**src/rtl/alu_issue_ctrl.sv**
```systemverilog
// alu_issue_ctrl: in-order issue/writeback scheduler for the integer ALU with RAW and writeback-port stalls
module alu_issue_ctrl #(
    parameter int DATA_W = 128,
    parameter int TAG_W  = 7,
    parameter int CNT_W  = 32
) (
    input  logic              clk_fake,
    input  logic              rst_n,
    input  logic              in_valid,
    output logic              in_ready,
    input  logic [5:0]        in_op,
    input  logic [TAG_W-1:0]  in_rt,
    input  logic [TAG_W-1:0]  in_ra,
    input  logic [TAG_W-1:0]  in_rb,
    input  logic [DATA_W-1:0] in_a,
    input  logic [DATA_W-1:0] in_b,
    output logic [5:0]        alu_op,
    output logic [DATA_W-1:0] alu_a,
    output logic [DATA_W-1:0] alu_b,
    input  logic [DATA_W-1:0] alu_result,
    output logic              wb_valid,
    output logic [TAG_W-1:0]  wb_tag,
    output logic [DATA_W-1:0] wb_data,
    output logic              err_illegal,
    output logic [CNT_W-1:0]  issue_count
);
    logic             legal, lat2, raw, acc, iss;
    logic             s2_v;
    logic [TAG_W-1:0] s2_t;
    assign legal = in_op inside {6'd4, 6'd6, 6'd8, 6'd28, 6'd30};
    assign lat2  = in_op == 6'd8;
    // slot 1 is the op writing back this cycle; no forwarding, so it still blocks readers
    assign raw   = (wb_valid && (in_ra == wb_tag || in_rb == wb_tag)) ||
                   (s2_v && (in_ra == s2_t || in_rb == s2_t));
    assign in_ready = !legal || !(raw || (!lat2 && s2_v));
    assign acc      = in_valid && in_ready;
    assign iss      = acc && legal;
    assign wb_data  = alu_result;
    always_ff @(posedge clk_fake or negedge rst_n) begin
        if (!rst_n) begin
            wb_valid    <= 1'b0;
            wb_tag      <= '0;
            s2_v        <= 1'b0;
            s2_t        <= '0;
            alu_op      <= '0;
            alu_a       <= '0;
            alu_b       <= '0;
            err_illegal <= 1'b0;
            issue_count <= '0;
        end else begin
            wb_valid    <= (iss && !lat2) || s2_v;
            wb_tag      <= (iss && !lat2) ? in_rt : s2_t;
            s2_v        <= iss && lat2;
            s2_t        <= (iss && lat2) ? in_rt : s2_t;
            alu_op      <= iss ? in_op : 6'd0;
            alu_a       <= iss ? in_a : alu_a;
            alu_b       <= iss ? in_b : alu_b;
            err_illegal <= acc && !legal;
            issue_count <= issue_count + CNT_W'(iss);
        end
    end
endmodule
```
**config.mk**
```make
export PLATFORM = sky130hd
export DESIGN_NAME = alu_issue_ctrl
export DESIGN_NICKNAME = d
export VERILOG_FILES = /design/src/rtl/alu_issue_ctrl.sv
export SDC_FILE = /design/constraint.sdc
export NUM_CORES = 1
export LEC_CHECK = 0
export BUFFER_PORTS_ARGS = -buffer_cell sky130_fd_sc_hd__buf_2
export CAP_MARGIN = 20
export CORE_AREA = 2 2 327 329
export CTS_CLUSTER_SIZE = 28
export DETAILED_ROUTE_END_ITERATION = 8
export DIE_AREA = 0 0 329 331
export PLACE_DENSITY = 0.35
export SYNTH_ARGS = -nofsm -noshare
export SYNTH_HDL_FRONTEND = slang
export SYNTH_SLANG_ARGS = --single-unit
```
**constraint.sdc**
```tcl
create_clock -name clk_fake -period 2.7 [get_ports clk_fake]
set_input_delay 0.135 -clock clk_fake [delete_from_list [all_inputs] [get_ports clk_fake]]
set_output_delay 0.135 -clock clk_fake [all_outputs]
set_load 0.01 [all_outputs]
```
==> Word-level counts from Yosys, hierarchy flattened <==
Cells that the tools add are included.
{ "word_totals": {"regBits": 311} }
{ "classes": {"addsub": 1, "n_eq_ne": 9, "n_mux": 2, "reduce_logical": 18} }
{ "ops": {"columns": ["op", "n"], "rows": [
  ["adder 32 x 1 -> 32 bit", 1],
  ["equality test 7 bit", 4],
  ["equality test 6 x 3 -> 1 bit (second input constant)", 2],
  ["equality test 6 x 5 -> 1 bit (second input constant)", 2],
  ["logical AND 1 bit", 8],
  ["2-to-1 mux 7 bit", 1],
  ["equality test 6 x 4 -> 1 bit (second input constant)", 1],
  ["logical OR 1 bit", 6],
  ["2-to-1 mux 6 bit", 1],
  ["nonzero test 5 bit", 1],
  ["zero test 1 bit", 3]
]} }

==> Longest topological paths before layout <==
Gate-level depths: netlist of the first run.
{ "depth": {"word_depth": 11, "mapped_depth": 14, "ltp_nobuf": 12} }

==> Least setup slack after synthesis of the first run <==
OpenSTA, ideal clock, no wires.
{ "synth_timing": {"path_type": "input to register", "startpoint": "in in_op[0]", "endpoint": "reg issue_count[24]", "setup_time_ns": 0.079, "arrival_ns": 2.911, "slack_ns": -0.290, "stages": 12, "n_path_buf": 2, "cell_sequence": "or3_1 or4_1 o31ai_2 nand3_2 buf_2 buf_2 inv_1 ha_1 ha_1 nand4_1 nor4_1 xor2_1"} }
{ "synth_via": {"elab_chain_cells": 9, "word_cells_on_any_way": 15} }
{ "synth_lines": {"columns": ["element", "line_no", "source"], "rows": [
  ["start: declaration", "11", "input logic [5:0] in_op,"],
  ["equality test 6 x 4 -> 1 bit", "30, 31", null],
  ["zero test 1 bit", "35", "assign in_ready = !legal || !(raw || (!lat2 && s2_v));"],
  ["logical AND 1 bit", "35", null],
  ["logical OR 1 bit", "35", null],
  ["zero test 1 bit", "35", null],
  ["logical OR 1 bit", "35", null],
  ["logical AND 1 bit", "36", "assign acc = in_valid && in_ready;"],
  ["logical AND 1 bit (*)", "37", "assign iss = acc && legal;"],
  ["adder 32 x 1 -> 32 bit (*)", "59", "issue_count <= issue_count + CNT_W'(iss);"],
  ["end signal: assignment", "59", null],
  ["end: declaration", "25", "output logic [CNT_W-1:0] issue_count"]
]} }
Mark *: on every way between the ends. The rest lies on a longest branch, timed or not.
A chain may end at the register's enable or synchronous reset.

==> Worst setup path after layout of the first run <==
{ "layout_timing": {"startpoint": "in in_op[1]", "endpoint": "reg issue_count[20]"} }
Same word-level chain as after synthesis.

==> key figures, run 1 <==
Routing
  – Detail Route Antenna Nets: 0
  – Drt first pass iters: 4
  – DR iter-0 viols: 226
  – Vias per cell: 3.18
  – Routed WL: 43000 um
  – # DRC: 0
  – Via count: 9861
  – WL/cell: 13.8 um

Pwr
  – Peak supply drop: 0.431 mV
  – Lkg Pwr: 0.0101 uW
  – PD cells: 732 nW/um^2

Clock tree
  – Setup bufs post-CTS: 0
  – Longest Clk Path Bufs: 3
  – Clock slew at the register clock pins of the worst setup and hold paths: 0.06 ns
  – H-tree depth: 2
  – TritonCTS buffer count: 41
  – CTS tree: yes
  – CTS Sinks: 311
  – Worst skew pair latency: 0.58 ns
  – CTS root buffer: clkbuf_16

Timing
  – Fin crit period: 2.59 ns
  – Slew Limit Fails: 0
  – Hold Violations, Final: 0
  – Least-Margin Pin Slew: 0.722 ns
  – Unrepaired setup endpoints after global routing: true
  – Max_slew headroom: 51.9%
  – Total negative slack: 0 ns
  – Skew final: 0.0157 ns
  – Tcrit/Tclk final: 95.9%
  – Final hold slack: 0.106 ns
  – Setup-failing EPs final: 0
  – Fmax: 0.386 GHz

Layout
  – Layout overhead on the synthesized area: 63.9%
  – Finished Layout Cells: 3105
  – Fillers: 11400
  – Fraction of layout cells with a size suffix above 1: 46.7%
  – Total Nets Final: 2099
  – N_diodes: 0

Setup path
  – Startpoint types: input port
  – Reg-to-reg slack, setup: 0.15 ns
  – FF-to-FF Start: s2_t[3]$_DFFE_PN0P_
  – CP Capture Type: register
  – Worst R2R End: alu_a[26]$_DFFE_PN0N_
  – CP delay by family, top: buffers and inverters
  – Crit path arrival time: 3.09 ns
  – WP data required: 3.20 ns
  – CP Class: input port to register
  – Crit path cell chain: dlygate4sd3_1 > buf_2 > or4b_2 > a31oi_2 > buf_4 > nand3_4 > inv_2 > ha_4 > ha_4 > nand4_1 > buf_4 > nor3_2 > xor2_1
  – Slowest cell on the critical path: or4b_2
  – CP max FO: 4
  – Crit-path max cell delay: 0.70 ns
  – Worst Path Buf+Inv: 5
  – R2r worst-path depth: 9

Global route
  – First-pass GRT wire length: 63900 um
  – Total gr overflow: 0
  – GRT met2 Usage: 13.1%
  – Initial antenna violation count: 2
  – Most Used Layer, Global Route: met2
  – Largest net degree at the start of global routing: 72
  – GR Util met1: 7.84%
  – Vias in the first global route: 11100
  – Met3 Use GR: 3.12%
  – Tot GR Track Use: 7.56%

Logic synthesis
  – Yosys reg bits: 311
  – Synth Instances: 888
  – Post-synth EDFFs: 0
  – Ys async rst share: 100%
  – Synth Cell Area: 12900 sq um
  – Register area share after synthesis: 60.1%
  – Main flop type after synthesis: dfrtp_1
  – Syn avg cell area: 14.6 sq um
  – Synth cell types: 32
  – YS warnings: 0

Floorplan
  – Rows: 119
  – Core footprint: 105000 sq um
  – Die Footprint: 109000 sq um
  – I/O pins: 846
  – Die width: 329 um
  – Initial Utilization: 12.3%
  – Die Y: 331 um

Job
  – Max-Cap Viols: 0

Placement
  – Inst Count DP: 2762
  – Post-DP HPWL: 32600 um
  – GP Congestion: 0.776
  – PortBufs: 589

Hold path
  – Hold WC Path Type: input port to asynchronous set/reset pin

Status
  – Status: complete, no violations
report_power, final:
part / switching [uW] / internal, uW
Sequential: 582 / 5750
Combinational: 1680 / 1790
Clock: 2150 / 3570
Total: 4420 / 11100
sequential cells by signal (all words and copies together) (netlist names):
register,cells
s2_t,7
err_illegal,1
alu_b,128
issue_count,32
alu_a,128
wb_tag,7
s2_v,1
alu_op,6
wb_valid,1
what timing repair did:
item,CTS,global route
resized for setup,0,6
endpoints found under the setup margin,0,113
hold endpoints to repair,361,0
hold buffers,269,0
placed cells by master (no fill, tap or decap), drive strengths merged:
cell type / netlist / final
o22ai: 1 / 1
nor3: 5 / 5
xnor2: 45 / 45
nand4b: 1 / 1
nor2b: 1 / 1
clkbuf: 0 / 62
xor2: 13 / 13
conb: 1 / 2
or4b: 1 / 1
nor2: 8 / 8
or3b: 2 / 2
clkinvlp: 0 / 1
and3: 5 / 5
nand4: 12 / 12
o31ai: 1 / 1
or3: 1 / 1
or2: 2 / 2
bufinv: 0 / 3
nor4: 4 / 4
a21oi: 1 / 1
a31oi: 1 / 1
inv: 8 / 9
dfrtp: 311 / 311
nand2: 12 / 12
ha: 2 / 2
nand3: 18 / 18
clkinv: 0 / 7
and2: 2 / 2
buf: 157 / 639
or4: 1 / 1
dlygate4sd3: 0 / 269
mux2: 270 / 270
and4: 2 / 2
Yosys cell counts (2+ instances only):
master	instances	area share, %
and2_1	2	0.097
nor3_1	5	0.19
buf_2	23	0.89
or2_2	2	0.097
nor4_1	4	0.19
mux2_1	196	17
nand3_1	17	0.66
nand2_1	12	0.35
buf_1	6	0.17
and4_1	2	0.14
dfrtp_1	311	60
xor2_1	13	0.88
or3b_2	2	0.14
nand4_1	12	0.58
xnor2_1	45	3.0
ha_1	2	0.19
inv_1	8	0.23
mux2_2	74	6.4
nor2_1	8	0.23
and3_1	5	0.24
buf_4	128	7.4
metrics by stage:
| stage | setup WS [ns] | util [%] | power [uW] | cell area, sq um |
|---|---|---|---|---|
| 2_1_floorplan | -0.0213 | - | 7920 | 13000 |
| 3_3_place_gp | -0.00164 | 16.2 | 9630 | 17100 |
| 3_5_place_dp | -0.00219 | 16.2 | 9680 | 17100 |
| 4_1_cts | 0.00217 | 20.2 | 15900 | 21200 |
| 5_1_grt | -0.0393 | 20.2 | 16500 | 21200 |
| 6_report | 0.111 | 20.2 | 15500 | 21200 |
worst max path at each step:
stage / depth (start not counted) / start / end / slack (ns)
6_report: 13 / in_op[1] / issue_count[20]$_DFF_PN0_ / 0.11
4_1_cts: 9 / s2_t[3]$_DFFE_PN0P_ / alu_a[18]$_DFFE_PN0N_ / 0.002
5_1_grt: 13 / in_op[1] / issue_count[20]$_DFF_PN0_ / -0.04
3_3_place_gp: 11 / in_op[0] / issue_count[23]$_DFF_PN0_ / -0.002
2_1_floorplan: 12 / in_op[0] / issue_count[24]$_DFF_PN0_ / -0.02
3_5_place_dp: 11 / in_op[0] / issue_count[23]$_DFF_PN0_ / -0.002
final cells by class:
class                   count  area (sq um)  share of cell area, %
well taps                1391          1740                   8.21
inverters                   8          30.0                  0.142
clock buffers              62          1290                   6.07
clock inverters            12           149                  0.702
flip-flops and latches    311          7780                   36.7
multi-input cells         413          4130                   19.5
repair buffers            908          6090                   28.7
layer usage:
metal  up-vias  share of wire (%)
met3       116                9.7
met4         4                4.4
met5         -              0.056
li1       4505                  -
met1      4809                 37
met2       427                 49
cell families after synthesis:
logic type / count (synthesis) / synth area share (%)
compound gates: 4 / 0.232
xor+xnor: 58 / 3.92
fa+ha+maj: 2 / 0.193
buf+inv: 165 / 8.72
flops: 311 / 60.1
mux: 270 / 23.5
other cells: 1 / 0.0290
simple gates: 77 / 3.29
Note: power is estimated with default switching activity, not from simulation.
==> run 2: changes to the inputs <==
--- a/config.mk
+++ b/config.mk
@@ -8,6 +8,7 @@
 export BUFFER_PORTS_ARGS = -buffer_cell sky130_fd_sc_hd__buf_2
 export CAP_MARGIN = 20
 export CORE_AREA = 2 2 327 329
+export CTS_CLUSTER_DIAMETER = 120
 export CTS_CLUSTER_SIZE = 28
 export DETAILED_ROUTE_END_ITERATION = 8
 export DIE_AREA = 0 0 329 331
==> constraint.sdc (replaced) <==
create_clock -name clk_fake -period 2.7 [get_ports clk_fake]
set_input_delay 0.405 -clock clk_fake [delete_from_list [all_inputs] [get_ports clk_fake]]
set_output_delay 0.405 -clock clk_fake [all_outputs]
set_load 0.01 [all_outputs]
==> key figures, run 2 (synthesis results as in run 1) <==
Status
  – Status: complete, no violations

Routing
  – Top routing layer in use: met5
  – Routed WL: 44900 um
  – DRT met1 WL: 16900 um
  – Via count: 9539
  – Met2 wire len: 21700 um
  – Met3 WL post-DR: 4410 um
  – Detail Route Antenna Nets: 0
  – WL/cell: 14.8 um
  – DR iter-0 viols: 150
  – Drt first pass iters: 4
  – Vias per cell: 3.16
  – # DRC: 0

Timing
  – Max_slew headroom: 49.3%
  – Fin crit period: 2.67 ns
  – Least-Margin Pin Slew: 0.761 ns
  – Hold Violations, Final: 0
  – Slew Limit Fails: 0
  – Skew final: 0.0224 ns
  – Fmax: 0.375 GHz
  – Unrepaired setup endpoints after global routing: true
  – Setup-failing EPs final: 0
  – Tcrit/Tclk final: 98.8%

Clock tree
  – CTS root buffer: clkbuf_16
  – H-tree depth: 1
  – TritonCTS buffer count: 19
  – Longest Clk Path Bufs: 3
  – Worst skew pair latency: 0.58 ns
  – Clock slew at the register clock pins of the worst setup and hold paths: 0.11 ns
  – CTS Sinks: 311
  – CTS tree: yes

Pwr
  – Clk network pwr share: 25.5%
  – Reg power frac: 48.3%
  – Peak supply drop: 0.490 mV
  – Sw Ratio: 32.1%
  – Combinational power share: 26.2%
  – Internal power: 8900 uW
  – P_sw: 4200 uW
  – PD cells: 645 nW/um^2
  – Lkg Pwr: 0.00961 uW

Placement
  – Inst Count DP: 2756
  – PortBufs: 589
  – Post-DP HPWL: 33500 um
  – GP Congestion: 0.763
  – Area after DPL: 17100 sq um

Global route
  – Tot GR Track Use: 7.55%
  – Initial antenna violation count: 12
  – First-pass GRT wire length: 63500 um
  – Total gr overflow: 0
  – Largest net degree at the start of global routing: 77
  – Vias in the first global route: 10500

Layout
  – Fin util: 19.3%
  – Finished Layout Cells: 3022
  – Final Cell Area: 20300 sq um
  – Fraction of layout cells with a size suffix above 1: 47.9%
  – Most common cell after layout, fill and taps aside: buf_2
  – Layout overhead on the synthesized area: 56.8%
  – Total Nets Final: 2034
  – Largest regs: alu_a x128, alu_b x128, issue_count x32
  – Most frequent cells in the layout: buf_2, dfrtp_1, dlygate4sd3_1

Setup path
  – CP Capture Type: primary output
  – Crit-path max cell delay: 0.46 ns
  – Worst path most repeated cell: buf_6
  – Crit path cell chain: xnor2_2 > nand4_1 > nor4_4 > buf_4 > o31ai_4 > buf_6 > nand2_4 > nand2_2 > buf_6
  – CP max FO: 4
  – Slowest cell on the critical path: dfrtp_2
  – Startpoint types: register
  – Crit path arrival time: 2.26 ns
  – CP Class: register to primary output
  – WP data required: 2.30 ns

Floorplan
  – Die Footprint: 109000 sq um
  – Die width: 329 um
  – I/O pins: 846
  – Initial Utilization: 12.3%
  – Rows: 119
  – Die Y: 331 um
  – Core footprint: 105000 sq um

Job
  – Max-Cap Viols: 0

Hold path
  – Hold WC Path Type: input port to register
[run 2: cell type report]
type | count | area, sq um
fillers | 11400 | 84700
flip-flops and latches | 311 | 7780
repair buffers | 865 | 5850
multi-input cells | 413 | 4230
well taps | 1391 | 1740
clock buffers | 19 | 475
clock inverters | 11 | 173
inverters | 8 | 30.0
diodes | 4 | 10.0
[run 2: per-layer routing]
layer / up-vias / GRT usage [%]
li1: 4371 / -
met1: 4669 / 8.10
met2: 403 / 13.1
met3: 84 / 3.28
met4: 12 / 2.77
met5: - / 0
[run 2: per-stage QoR]
step | TNS (ns) | total power, uW | setup WS, ns | hold WS [ns]
after floorplan | -2.09 | 7920 | -0.290 | 0.109
after global placement | -14.37 | 9660 | -0.205 | 0.461
after detailed placement | -29.55 | 9690 | -0.283 | 0.470
after CTS | -0.0518 | 13500 | -0.0518 | 0.000142
after global routing | -0.228 | 14000 | -0.179 | 0.0165
final | 0 | 13100 | 0.0314 | 0.0621
[run 2: path summary, 6_finish.rpt]
kind | slack (ns) | from | depth (start not counted) | end
min reg2reg | 0.48 | issue_count[31]$_DFF_PN0_ | 1 | issue_count[31]$_DFF_PN0_
min in group asynchronous | 0.43 | rst_n | 2 | alu_b[24]$_DFFE_PN0N_
max in group asynchronous | 1.49 | rst_n | 3 | alu_b[101]$_DFFE_PN0N_
min | 0.06 | in_a[54] | 2 | alu_a[54]$_DFFE_PN0N_
max | 0.03 | s2_t[3]$_DFFE_PN0P_ | 9 | in_ready
max reg2reg | 0.11 | s2_t[3]$_DFFE_PN0P_ | 12 | issue_count[23]$_DFF_PN0_
[run 2: power by group through the flow]
stage | logic [uW] | clock network (uW) | registers, uW
after global routing | 3750 | 3760 | 6490
after detailed placement | 3250 | 0 | 6440
final | 3430 | 3340 | 6330
after global placement | 3240 | 0 | 6420
after CTS | 3520 | 3620 | 6350
after floorplan | 1030 | 0 | 6890
[run 2: critical path, delay by kind of cell (launching register included)]
kind | cells | cell delay [ns]
flip-flops | 1 | 0.46
AND/OR/NAND/NOR | 4 | 0.56
AO/OA/AOI/OAI | 1 | 0.07
buffers and inverters | 3 | 0.44
XOR/XNOR | 1 | 0.18
[run 2: repair_timing]
item / 4_1_cts / 5_1_grt
gates resized for setup: 5 / 25
endpoints found under the setup margin: 99 / 79
gates cloned: 0 / 4
endpoints found under the hold margin: 273 / 0
pin swaps: 0 / 10
hold buffers: 223 / 0
setup buffers: 0 / 5
